$ cat src/rtl/zuc_pkg.sv
// zuc_pkg: word widths and the EMPTY/HI/LO state encoding shared by the ZUC
// width converters.
package zuc_pkg;

    localparam int ZUC_WORD_W  = 32;
    localparam int ZUC_DWORD_W = 64;

    typedef enum logic [1:0] {
        EMPTY = 2'd0,
        HI    = 2'd1,
        LO    = 2'd2
    } zuc_dwd_state_t;

endpackage

$ cat src/rtl/zuc_dw_down.sv
// zuc_dw_down: 64-bit to 32-bit stream downsizer, upper word first, one word per cycle.
// Optional ZUC_DWD_ODD_EN adds s_half so a final beat may carry only its upper word.
module zuc_dw_down
    import zuc_pkg::*;
(
    input  logic                   clk,
    input  logic                   rstn,
    input  logic                   s_valid,
    output logic                   s_ready,
    input  logic                   s_last,
    input  logic [ZUC_DWORD_W-1:0] s_data,
`ifdef ZUC_DWD_ODD_EN
    input  logic                   s_half,
`endif
    output logic                   m_valid,
    input  logic                   m_ready,
    output logic                   m_last,
    output logic [ZUC_WORD_W-1:0]  m_data
);

    zuc_dwd_state_t         r_state;
    zuc_dwd_state_t         w_state_next;
    logic [ZUC_DWORD_W-1:0] r_data;
    logic                   r_last;
    logic                   w_in_hs;
    logic                   w_hi_final;

    assign w_in_hs = s_valid && s_ready;

`ifdef ZUC_DWD_ODD_EN
    logic r_half;

    always_ff @(posedge clk) begin
        if (!rstn) begin
            r_half <= 1'b0;
        end else if (w_in_hs) begin
            r_half <= s_half;
        end
    end

    // A final half beat ends the message on its upper word.
    assign w_hi_final = r_last && r_half;
`else
    assign w_hi_final = 1'b0;
`endif

    always_ff @(posedge clk) begin
        if (!rstn) begin
            r_state <= EMPTY;
            r_data  <= '0;
            r_last  <= 1'b0;
        end else begin
            r_state <= w_state_next;
            if (w_in_hs) begin
                r_data <= s_data;
                r_last <= s_last;
            end
        end
    end

    // s_ready only opens when the held beat is empty or its final word leaves
    // this cycle, so a new beat never overwrites a word still being presented.
    always_comb begin
        w_state_next = r_state;
        s_ready      = 1'b0;
        m_valid      = (r_state != EMPTY);
        m_last       = 1'b0;
        m_data       = '0;
        case (r_state)
            EMPTY: begin
                s_ready = 1'b1;
                if (s_valid) begin
                    w_state_next = HI;
                end
            end
            HI: begin
                m_data  = r_data[ZUC_DWORD_W-1:ZUC_WORD_W];
                m_last  = w_hi_final;
                s_ready = w_hi_final && m_ready;
                if (m_ready) begin
                    if (!w_hi_final) begin
                        w_state_next = LO;
                    end else if (s_valid) begin
                        w_state_next = HI;
                    end else begin
                        w_state_next = EMPTY;
                    end
                end
            end
            LO: begin
                m_data  = r_data[ZUC_WORD_W-1:0];
                m_last  = r_last;
                s_ready = m_ready;
                if (m_ready) begin
                    w_state_next = s_valid ? HI : EMPTY;
                end
            end
            default: begin
                w_state_next = EMPTY;
            end
        endcase
    end

endmodule

$ cat config.mk
export PLATFORM = sky130hd
export DESIGN_NAME = zuc_dw_down
export DESIGN_NICKNAME = d
export VERILOG_FILES = /design/src/rtl/zuc_pkg.sv /design/src/rtl/zuc_dw_down.sv
export SDC_FILE = /design/constraint.sdc
export NUM_CORES = 1
export LEC_CHECK = 0
export CORE_MARGIN = 2
export CORE_UTILIZATION = 25
export CTS_CLUSTER_DIAMETER = 150
export DETAILED_ROUTE_END_ITERATION = 10
export HOLD_SLACK_MARGIN = 0.05
export MAX_ROUTING_LAYER = met4
export SLEW_MARGIN = 20
export SYNTH_ARGS = -nofsm -noshare
export SYNTH_HDL_FRONTEND = slang
export SYNTH_SLANG_ARGS = --single-unit
$ cat constraint.sdc
create_clock -name clk -period 1.76 [get_ports clk]
set_clock_uncertainty 0.2 [all_clocks]
set_input_delay 0.176 -clock clk [delete_from_list [all_inputs] [get_ports clk]]
set_output_delay 0.176 -clock clk [all_outputs]
set_load 0.1 [all_outputs]
==> results.txt, run 1 <==
The worst setup path is launched from a register. The layout net count is 559. The most common cell in the synthesized netlist is sky130_fd_sc_hd__nand2_1.

The fraction of final layout cells with drive strength greater than 1 is 31.6%. The checks that failed: setup timing. The number of CTS-inserted buffers came out at 9. The count of different cell masters after synthesis came out at 17.

The worst-case setup margin in the final layout came out at -0.225 ns. Setup repair after global routing could not meet its margin everywhere. After clock tree synthesis, the clock-pin slew on the worst setup and hold paths is 0.06 ns. Sorting the synthesized cells by area gives the leading types as sky130_fd_sc_hd__dfxtp_1 41%, sky130_fd_sc_hd__mux2i_1 21%, sky130_fd_sc_hd__nand2_1 15%, sky130_fd_sc_hd__a22oi_1 7.4%, sky130_fd_sc_hd__nor2b_1 6.2%.

The total setup violations reported at the end of the flow came out at 99. After synthesis the cells add up to 3250 um2. The effective utilization at floorplan came out at 25.7%. The run finished, with violations left.

The worst setup path is captured at an output port. The part of the cycle the worst path needs came out at 113%. The kind of path behind the tightest hold check is in -> reg. The number of DRC violations after detailed routing came out at 0. Counting stages on the worst path, the most repeated cell is sky130_fd_sc_hd__buf_12. Counting flops with an async set or reset pin after synthesis yields a share of 0%.

Global routing used 13.8% of the available tracks. In this design, the largest share of critical-path delay is due to buffers and inverters. The clock tree buffer depth is 2. The number of global-route vias before repair is 2989.

Entering global routing, the biggest net connects 61 pins. Relative to the synthesized area, the layout overhead comes to 81.7%. The maximum fanout along the worst path is 8.

The number of hold violations in the final report is 0. The slack of the worst reg-to-reg path came out at -0.13 ns. The number of DRC markers in iteration 0 is 127. The post-route antenna net violation count is 0. Row generation in the floorplan step produced 41 rows. The total negative setup slack is -11.15 ns. The top flip-flop cell by instance count after synthesis is sky130_fd_sc_hd__dfxtp_1. The maximum ir drop on the vdd rail is 0.525 mV. The die is 118 um wide. The synthesized design spends more area on one cell type than any other, namely sky130_fd_sc_hd__dfxtp_1. The total routed wirelength is 9690 um.

The area after detailed placement came out at 5240 um2. Using the TritonRoute via totals, the vias-per-cell ratio works out to 4.42. The number of vias in the routed layout came out at 2929. The count of input and output buffers came out at 103.

The count of buffering cells on the critical path with inverters included is 3. CTS saw 67 sinks. The signal on the critical path passes through inv_4 -> ha_4 -> buf_12 -> a22oi_2 -> nor2b_4 -> buf_12. The delay of the slowest cell on the worst path came out at 0.37 ns. For this run, the detailed router's first-pass iteration total came to 4. The total leakage power came out at 2.20 nW. TritonCTS built the clock tree. The average wire per cell in the routed design is 14.6 um. The number of levels the H-tree was split into is 3. Counting instances in the post-synthesis netlist gives the leading cell types as 133 x sky130_fd_sc_hd__nand2_1, 67 x sky130_fd_sc_hd__dfxtp_1, 67 x sky130_fd_sc_hd__mux2i_1, 32 x sky130_fd_sc_hd__a22oi_1, 32 x sky130_fd_sc_hd__nor2b_1. The highest clock rate came out at 504 MHz. The top-level port count came out at 104.

The placer's final routability congestion estimate is 0.715. For the finished layout, the period the worst path requires is 1.98 ns. The portion of synthesized cell area occupied by the leading cell type is 41.2%.

Final hold analysis gives a worst-case slack of 0.0702 ns. Power comes to 8.09 mW. STA puts the critical path data required time at 1.38 ns.

For the pin with the worst max-slew slack, the measured transition is 0.323 ns. The critical path is of the reg -> out type. Counting every net in the synthesized netlist gives 453.

The slowest stage of the critical path belongs to the cell sky130_fd_sc_hd__dfxtp_4. The relative slew slack is 78.5%. The critical path arrival is 1.61 ns.

The initial antenna violation count is 1. The number of synthesized flops with an enable pin came out at 0. The die height is 118 um.

The average cell area after synthesis is 8.58 um2. For the worst-skew pair, the clock arrives at the later sink with an insertion delay of 0.32 ns. The number of synthesized register bits is 67. The wire length of the first global-routing pass came out at 15000 um. Detailed placement finished with a half-perimeter wire length of 6040 um. The finished cells cover 5910 um2. The total area inside the core boundary comes to 12700 um2. The number of buffers inserted by hold repair at cts is 0.

The count of maximum capacitance violations is 0. The power density of the placed cells came out at 1370 nW/um2. The total congestion overflow is 0. The buffer type at the clock tree root is sky130_fd_sc_hd__clkbuf_16. The count of final max-slew check failures is 0. The synthesized instance count is 379.

The register area share after synthesis came out at 41.2%. The number of warning messages in the yosys log is 0. The area of the die is 13900 um2.
## per-stage QoR
step | util [%] | worst slack [ns] | std cells
after floorplan | - | -0.137 | 379
after global placement | 41.3 | -0.140 | 632
after detailed placement | 41.3 | -0.150 | 632
after CTS | 45.3 | -0.239 | 655
after global routing | 46.6 | -0.278 | 663
final | 46.6 | -0.225 | 663
## where the power goes
group	total, mW	switching (mW)	internal, mW
clock	1.80	0.699	1.10
combinational	4.25	2.06	2.18
sequential	2.04	0.220	1.82
total	8.09	2.98	5.11
## cells by family (layout without fill, tap and decap cells)
| kind of cell | Yosys count | after routing | share of synthesized area, % |
|---|---|---|---|
| simple gates | 169 | 169 | 22.4 |
| mux | 67 | 67 | 20.6 |
| flops | 67 | 67 | 41.2 |
| buf+inv | 36 | 147 | 5.89 |
| compound gates | 35 | 35 | 7.96 |
| fa+ha+maj | 5 | 5 | 1.92 |
| other cells | 0 | 1 | 0 |
## state kept, by name, summed over array words and instances, names as in the netlist
signal,flops
r_data,64
r_last,1
r_state,2
## area by class of cell
class	instances	area, um2
Fill cell	1173	6760
Multi-Input combinational cell	276	2190
Inverter	3	20.0
Sequential cell	67	1350
Antenna cell	1	2.50
Clock buffer	9	225
Tap cell	172	215
Clock inverter	7	77.6
Timing Repair Buffer	128	1830
## metal layers
metal  vias up  part of all wire (%)  global-route usage [%]
li1       1472                     -                       -
met1      1386                    46                    16.4
met2        62                    49                    22.0
met3         9                   4.4                    4.17
met4         0                  0.87                    4.82
met5         -                     0                       -
## path summary, 6_finish.rpt
kind                           startpoint                       to  cells after the start
setup reg to reg  r_state[0]$_SDFFE_PN0P_  r_data[54]$_SDFFE_PN0P_                      7
hold reg to reg   r_data[17]$_SDFFE_PN0P_  r_data[17]$_SDFFE_PN0P_                      2
setup / recovery  r_state[1]$_SDFFE_PN0P_               m_data[11]                      6
hold / removal                       rstn  r_data[27]$_SDFFE_PN0P_                      3
## cell usage in the layout (no fill, tap or decap), drive strengths merged
cell           count
ha                 5
or3b               1
nor2               1
a22oi             32
bufinv             1
buf               56
o22ai              1
mux2i             67
diode              1
a21o               1
clkbuf            14
a21oi              1
clkinv             3
dfxtp             67
nor2b             32
clkdlybuf4s50     67
and2               2
inv                3
clkinvlp           3
nand2            133
## worst register-to-register path, cell delays in order, from the launching register on
cell                        delay, ns
sky130_fd_sc_hd__dfxtp_4         0.37
sky130_fd_sc_hd__inv_4           0.08
sky130_fd_sc_hd__ha_4            0.19
sky130_fd_sc_hd__buf_6           0.11
sky130_fd_sc_hd__a21o_4          0.12
sky130_fd_sc_hd__and2_4          0.29
sky130_fd_sc_hd__clkbuf_16       0.25
sky130_fd_sc_hd__mux2i_1         0.21
## timing repair
action	CTS	global route
hold endpoints to repair	0	0
gates cloned	1	5
buffers inserted	7	2
resized for setup	19	7
pin swaps	20	3
endpoints found under the setup margin	35	58
Power figures use the tool's default switching activity.
==> inputs of run 2 (changes only) <==
--- a/config.mk
+++ b/config.mk
@@ -11,7 +11,7 @@
 export DETAILED_ROUTE_END_ITERATION = 10
 export HOLD_SLACK_MARGIN = 0.05
 export MAX_ROUTING_LAYER = met4
-export SLEW_MARGIN = 20
+export SLEW_MARGIN = 0
 export SYNTH_ARGS = -nofsm -noshare
 export SYNTH_HDL_FRONTEND = slang
 export SYNTH_SLANG_ARGS = --single-unit
==> results of run 2 <==
Same layout as run 1: the final DEF is identical, and so are final timing and power.
